## src/rtl/draw_mgr_pkg.sv

```systemverilog
// Shared definitions for the draw manager: native raster size, framebuffer
// address width and the scheduler state encoding.
package draw_mgr_pkg;

    localparam int NATIVE_DRAW_WIDTH  = 640;
    localparam int NATIVE_DRAW_HEIGHT = 480;
    localparam int FB_ADDRW           = 19;

    typedef enum logic [2:0] {
        IDLE,
        SELECT,
        WAIT_START,
        DRAWING,
        DONE
    } draw_sched_state_t;

endpackage

```

## src/rtl/draw_pixel_gate.sv

```systemverilog
// Combinational pixel gate: signed bounds check plus shift-add linear address
// (y*640+x built as (y<<9)+(y<<7)+x so no multiplier is inferred).
module draw_pixel_gate
    import draw_mgr_pkg::*;
(
    input  logic signed [31:0]         x,
    input  logic signed [31:0]         y,
    input  logic                       transparent,
    output logic                       valid,
    output logic [FB_ADDRW-1:0]        addr
);

    logic [FB_ADDRW-1:0] x_lo;
    logic [FB_ADDRW-1:0] y_lo;

    always_comb begin
        x_lo  = x[FB_ADDRW-1:0];
        y_lo  = y[FB_ADDRW-1:0];
        valid = (transparent == 1'b0) &&
                (x >= 0) && (x < NATIVE_DRAW_WIDTH) &&
                (y >= 0) && (y < NATIVE_DRAW_HEIGHT);
        // Only in-range coordinates are ever written, so 19-bit arithmetic suffices
        addr  = (y_lo << 9) + (y_lo << 7) + x_lo;
    end

endmodule

```

## src/rtl/draw_source_scheduler.sv

```systemverilog
// Per-frame draw-bus scheduler: grants the shared write bus to enabled sources
// in ascending ID order. Optional start-wait timeout via DRAW_MGR_TIMEOUT_EN.
module draw_source_scheduler
    import draw_mgr_pkg::*;
#(
    parameter  int NUM_SOURCES    = 2,
    parameter  int COLOR_DEPTH    = 9,
    parameter  int TIMEOUT_CYCLES = 1024,
    localparam int SELW           = (NUM_SOURCES > 1) ? $clog2(NUM_SOURCES) : 1
) (
    input  logic                    clk,
    input  logic                    resetN,
    input  logic                    frame,
    input  logic [NUM_SOURCES-1:0]  source_enable,
    output logic [SELW-1:0]         write_source_sel,
    output logic                    write_awaited,
    input  logic                    write_active,
    input  logic [COLOR_DEPTH-1:0]  write_color_data,
    input  logic                    write_transparent,
    input  logic signed [31:0]      write_x_addr,
    input  logic signed [31:0]      write_y_addr,
    output logic                    fb_we,
    output logic [FB_ADDRW-1:0]     fb_addr,
    output logic [COLOR_DEPTH-1:0]  fb_data,
    output logic                    busy,
    output logic                    frame_done,
    output logic                    overrun,
    output logic                    timeout_err
);

    localparam int IDXW = $clog2(NUM_SOURCES + 1);

    draw_sched_state_t      state, state_next;
    logic [IDXW-1:0]        idx, idx_next;
    logic [NUM_SOURCES-1:0] en_q, en_next;
    logic [SELW-1:0]        sel_next;
    logic                   accept;
    logic                   pix_valid;
    logic [FB_ADDRW-1:0]    pix_addr;

`ifdef DRAW_MGR_TIMEOUT_EN
    localparam int CNTW = $clog2(TIMEOUT_CYCLES + 1);
    logic [CNTW-1:0] wait_cnt;
    logic            timeout_fire;
    logic            timeout_q;
`endif

    always_ff @(posedge clk) begin
        if (!resetN) begin
            state            <= IDLE;
            idx              <= '0;
            en_q             <= '0;
            write_source_sel <= '0;
        end else begin
            state            <= state_next;
            idx              <= idx_next;
            en_q             <= en_next;
            write_source_sel <= sel_next;
        end
    end

    // A bus value other than a clean 1 on write_active falls into the else branches
    always_comb begin
        state_next = state;
        idx_next   = idx;
        en_next    = en_q;
        sel_next   = write_source_sel;
        accept     = 1'b0;
`ifdef DRAW_MGR_TIMEOUT_EN
        timeout_fire = 1'b0;
`endif
        case (state)
            IDLE: begin
                if (frame) begin
                    en_next    = source_enable;
                    idx_next   = '0;
                    state_next = SELECT;
                end
            end
            SELECT: begin
                if (idx >= IDXW'(NUM_SOURCES)) begin
                    state_next = DONE;
                end else if (!en_q[idx[SELW-1:0]]) begin
                    idx_next = idx + IDXW'(1);
                end else begin
                    sel_next   = idx[SELW-1:0];
                    state_next = WAIT_START;
                end
            end
            WAIT_START: begin
                if (write_active) begin
                    accept     = 1'b1;
                    state_next = DRAWING;
                end
`ifdef DRAW_MGR_TIMEOUT_EN
                else if (wait_cnt == CNTW'(TIMEOUT_CYCLES - 1)) begin
                    timeout_fire = 1'b1;
                    idx_next     = idx + IDXW'(1);
                    state_next   = SELECT;
                end
`endif
            end
            DRAWING: begin
                if (write_active) begin
                    accept = 1'b1;
                end else begin
                    idx_next   = idx + IDXW'(1);
                    state_next = SELECT;
                end
            end
            DONE:    state_next = IDLE;
            default: state_next = IDLE;
        endcase
    end

    assign write_awaited = (state == WAIT_START);
    assign busy          = (state != IDLE);
    assign frame_done    = (state == DONE);

    draw_pixel_gate u_gate (
        .x           (write_x_addr),
        .y           (write_y_addr),
        .transparent (write_transparent),
        .valid       (pix_valid),
        .addr        (pix_addr)
    );

    always_ff @(posedge clk) begin
        if (!resetN) begin
            fb_we   <= 1'b0;
            fb_addr <= '0;
            fb_data <= '0;
            overrun <= 1'b0;
        end else begin
            if (accept && pix_valid) begin
                fb_we   <= 1'b1;
                fb_addr <= pix_addr;
                fb_data <= write_color_data;
            end else begin
                fb_we   <= 1'b0;
            end
            if (frame && state != IDLE)
                overrun <= 1'b1;
        end
    end

`ifdef DRAW_MGR_TIMEOUT_EN
    // Counter restarts every time WAIT_START is entered from another state
    always_ff @(posedge clk) begin
        if (!resetN) begin
            wait_cnt  <= '0;
            timeout_q <= 1'b0;
        end else begin
            if (state != WAIT_START)
                wait_cnt <= '0;
            else
                wait_cnt <= wait_cnt + CNTW'(1);
            if (timeout_fire)
                timeout_q <= 1'b1;
        end
    end

    assign timeout_err = timeout_q;
`else
    assign timeout_err = 1'b0;
`endif

endmodule

```

## config.mk

```make
export PLATFORM = sky130hd
export DESIGN_NAME = draw_source_scheduler
export DESIGN_NICKNAME = d
export VERILOG_FILES = /design/src/rtl/draw_mgr_pkg.sv /design/src/rtl/draw_pixel_gate.sv /design/src/rtl/draw_source_scheduler.sv
export SDC_FILE = /design/constraint.sdc
export NUM_CORES = 1
export LEC_CHECK = 0
export CORE_MARGIN = 8
export CORE_UTILIZATION = 45
export CTS_CLUSTER_DIAMETER = 60
export DETAILED_ROUTE_END_ITERATION = 10
export PLACE_DENSITY = 0.87
export RECOVER_POWER = 50
export SLEW_MARGIN = 5
export SYNTH_ARGS = -nofsm -noshare
export SYNTH_HDL_FRONTEND = slang
export SYNTH_HIERARCHICAL = 1
export SYNTH_SLANG_ARGS = --single-unit
```

## constraint.sdc

```tcl
create_clock -name clk -period 5.4 [get_ports clk]
set_input_delay 1.08 -clock clk [delete_from_list [all_inputs] [get_ports clk]]
set_output_delay 1.08 -clock clk [all_outputs]
set_load 0.03 [all_outputs]
```

==> impl_metrics.json <==
{
  "status": "completed",
  "hp-class": "flip-flop to flip-flop",
  "cts_root_buf": "clkbuf_8",
  "cts_resized": 0,
  "wl_per_cell_um": 14.9,
  "p_leak_nw": 1.41,
  "yosys.area_share.simple_pct": 24.4,
  "drv_cap": 0,
  "p_seq_share_pct": 40.9,
  "synth_common_cells": "70 x nand2_1, 38 x dfxtp_1, 23 x a21boi_0, 14 x inv_1, 13 x ha_1",
  "finalMaxSlewViolations": 0,
  "ys.flop_type": "dfxtp_1",
  "synth_async_sr_flop_share_pct": 0,
  "syn_inst": 288,
  "die_h_um": 89.8,
  "endpoint_kind": "flip-flop",
  "worstSetupPathType": "input pin to flip-flop",
  "synth_xor_area_share_pct": 4.29,
  "initial_core_util_pct": 45.6,
  "switching_share_pct": 29.6,
  "cts_max_level": 2,
  "num_rows": 27,
  "synth_area_per_cell_um2": 8.50,
  "hold_viol": 0,
  "power.switching_w": 0.000212,
  "gp_congestion": 0.774,
  "grt_pass1_wl_um": 11700,
  "finalSetupTns_ns": 0,
  "yosys-top-cells-area": "dfxtp_1 31%, nand2_1 11%, fa_1 8.2%",
  "stdcell_area_mm2": 0.00363,
  "setup_viol": 0,
  "yosys.cell_count.top_type": "nand2_1",
  "io_pins": 115,
  "rsz0062_at_grt": "false",
  "die_x_um": 89.8,
  "relSlewSlack_pct": 29.8,
  "instances_no_fill": 463,
  "synth_top_family_by_area": "simple AND/OR/NAND/NOR gates",
  "pwr-share-clk_pct": 25.2,
  "insertion_delay_ns": 0.28,
  "fmax_ghz": 0.289,
  "power_frac_comb_pct": 33.9,
  "drt_wl_total_um": 6900,
  "path_clk_slew_ns": 0.07,
  "fin_crit_sh_pct": 64.0,
  "powerDensity_mw_per_mm2": 197,
  "viasPerCell": 4.95,
  "grt_max_degree": 38,
  "post_cts_buffers": 0,
  "antenna_found_initial": 0,
  "ys_ff_latch": 38,
  "coreArea_mm2": 0.00537,
  "grt.overflow.total": 0,
  "yosys-mux-area-fraction_pct": 0,
  "syn-num-nets": 391,
  "cts_made_buffers": 5,
  "synth_top_area_cell": "dfxtp_1",
  "synth_top_area_share_pct": 31.1,
  "synth_compound_area_share_pct": 18.3,
  "io_buffers": 113,
  "drtAntennaViolNets": 0,
  "hpwl_um": 5760,
  "peakVddDrop_mv": 0.171,
  "synthAdderAreaFrac_pct": 14.8,
  "placed_cells": 456,
  "drtPass1Iterations": 4,
  "n_antenna_cell": 0,
  "critPathArrivalTime_ns": 3.66,
  "critPathLaunchType": "input pin",
  "die_area_mm2": 0.00806,
  "cts_tree": "done",
  "drive_gt1_share_pct": 6.14,
  "dpl_cell_area_mm2": 0.00355,
  "fin_crit_ns": 3.46,
  "cts_num_sinks": 38,
  "fin_nets": 494,
  "fin_skew_ns": 0.00285,
  "layout-area-overhead-vs-synth_pct": 48.2,
  "yosysWarnings": 6,
  "drt_iter0_drc": 92,
  "clockBufferDepth": 2,
  "cts_hold_buf": 0,
  "drc_errors": 0,
  "internal_power_w": 0.000503,
  "worst_ep_required_time_ns": 5.61,
  "first_global_vias": 2485,
  "syn_area_mm2": 0.00245,
  "grt.total_usage_pct": 17.1,
  "crit_fanout": 2,
  "vias": 2293,
  "synth-edff-count": 0,
  "ys_seq_area_share_pct": 31.1,
  "worstMarginPinSlew_ns": 1.05,
  "ys_types": 41
}
==> logic make-up after synthesis <==
logic type / after synthesis
AO/OA/AOI/OAI: 58
AND/OR/NAND/NOR: 125
other: 1
buffers and inverters: 31
adder cells (fa/ha/maj): 23
XOR/XNOR: 12
flip-flops: 38
==> flip-flops by register name (all words and copies together) (netlist names) <==
register	flops
en_q	2
write_source_sel	1
fb_addr	19
fb_data	9
overrun	1
state	3
idx	2
fb_we	1
==> power by group through the flow <==
stage / registers [W] / logic, W / clock network (W)
6_report: 0.000292 / 0.000242 / 0.000180
3_5_place_dp: 0.000298 / 0.000242 / 0
2_1_floorplan: 0.000299 / 0.000148 / 0
4_1_cts: 0.000292 / 0.000243 / 0.000189
5_1_grt: 0.000293 / 0.000271 / 0.000200
3_3_place_gp: 0.000298 / 0.000237 / 0
==> final cells by class <==
cell class	instances	area (um^2)
Clock buffer	5	68.8
Clock inverter	2	10.0
Fill cell	441	1740
Inverter	14	52.6
Multi-Input combinational cell	219	1520
Sequential cell	38	761
Tap cell	72	90.1
Timing Repair Buffer	113	1130
==> through the flow <==
step	total power [W]	util (%)	worst slack (ns)	hold WS (ns)
after floorplan	0.000447	-	2.36	0.452
after global placement	0.000536	66.1	1.62	0.452
after global routing	0.000763	67.6	1.57	0.487
after detailed placement	0.000540	66.1	1.55	0.456
final	0.000715	67.6	1.94	0.464
after CTS	0.000724	67.6	1.86	0.467
==> metal layers <==
metal	GRT usage, %	vias up	share of wire, %
met5	0	-	0
li1	-	1185	-
met4	3.39	0	0.61
met1	18.7	1052	41
met3	3.82	4	4.2
met2	32.4	52	54
==> critical path, stage by stage <==
cell and delay, ns:
clkdlybuf4s50_1 0.50, inv_1 0.07, fa_1 0.53, fa_1 0.47, nand2b_1 0.18, a21oi_1 0.19, nor3_1 0.10, a21oi_1 0.16
xor2_1 0.16, nand2_1 0.07, a21boi_0 0.14
==> final timing paths <==
kind | from | endpoint | slack [ns] | cells after the start
setup / recovery | write_y_addr[0] | fb_addr[16] | 1.94 | 11
hold / removal | fb_data[5] | fb_data[5] | 0.46 | 2
setup reg to reg | idx[0] | idx[0] | 3.66 | 6
hold reg to reg | fb_data[5] | fb_data[5] | 0.46 | 2
==> cell usage in the layout (no fill, tap or decap), types with 3 or more instances in the layout <==
master and count:
dlygate4sd3_1 32, nor4_1 12, fa_1 10, clkdlybuf4s50_1 81, clkbuf_8 5, xnor2_1 9
nor2_1 6, a21oi_1 8, nor3_1 6, ha_1 13, inv_1 14, o21ai_0 5
a21boi_2 9, dfxtp_1 38, nand2b_1 5, nand4_1 4, nand3_1 9, a21boi_0 23
xor2_1 3, nand2_1 70
Note: power is estimated with default switching activity, not from simulation.
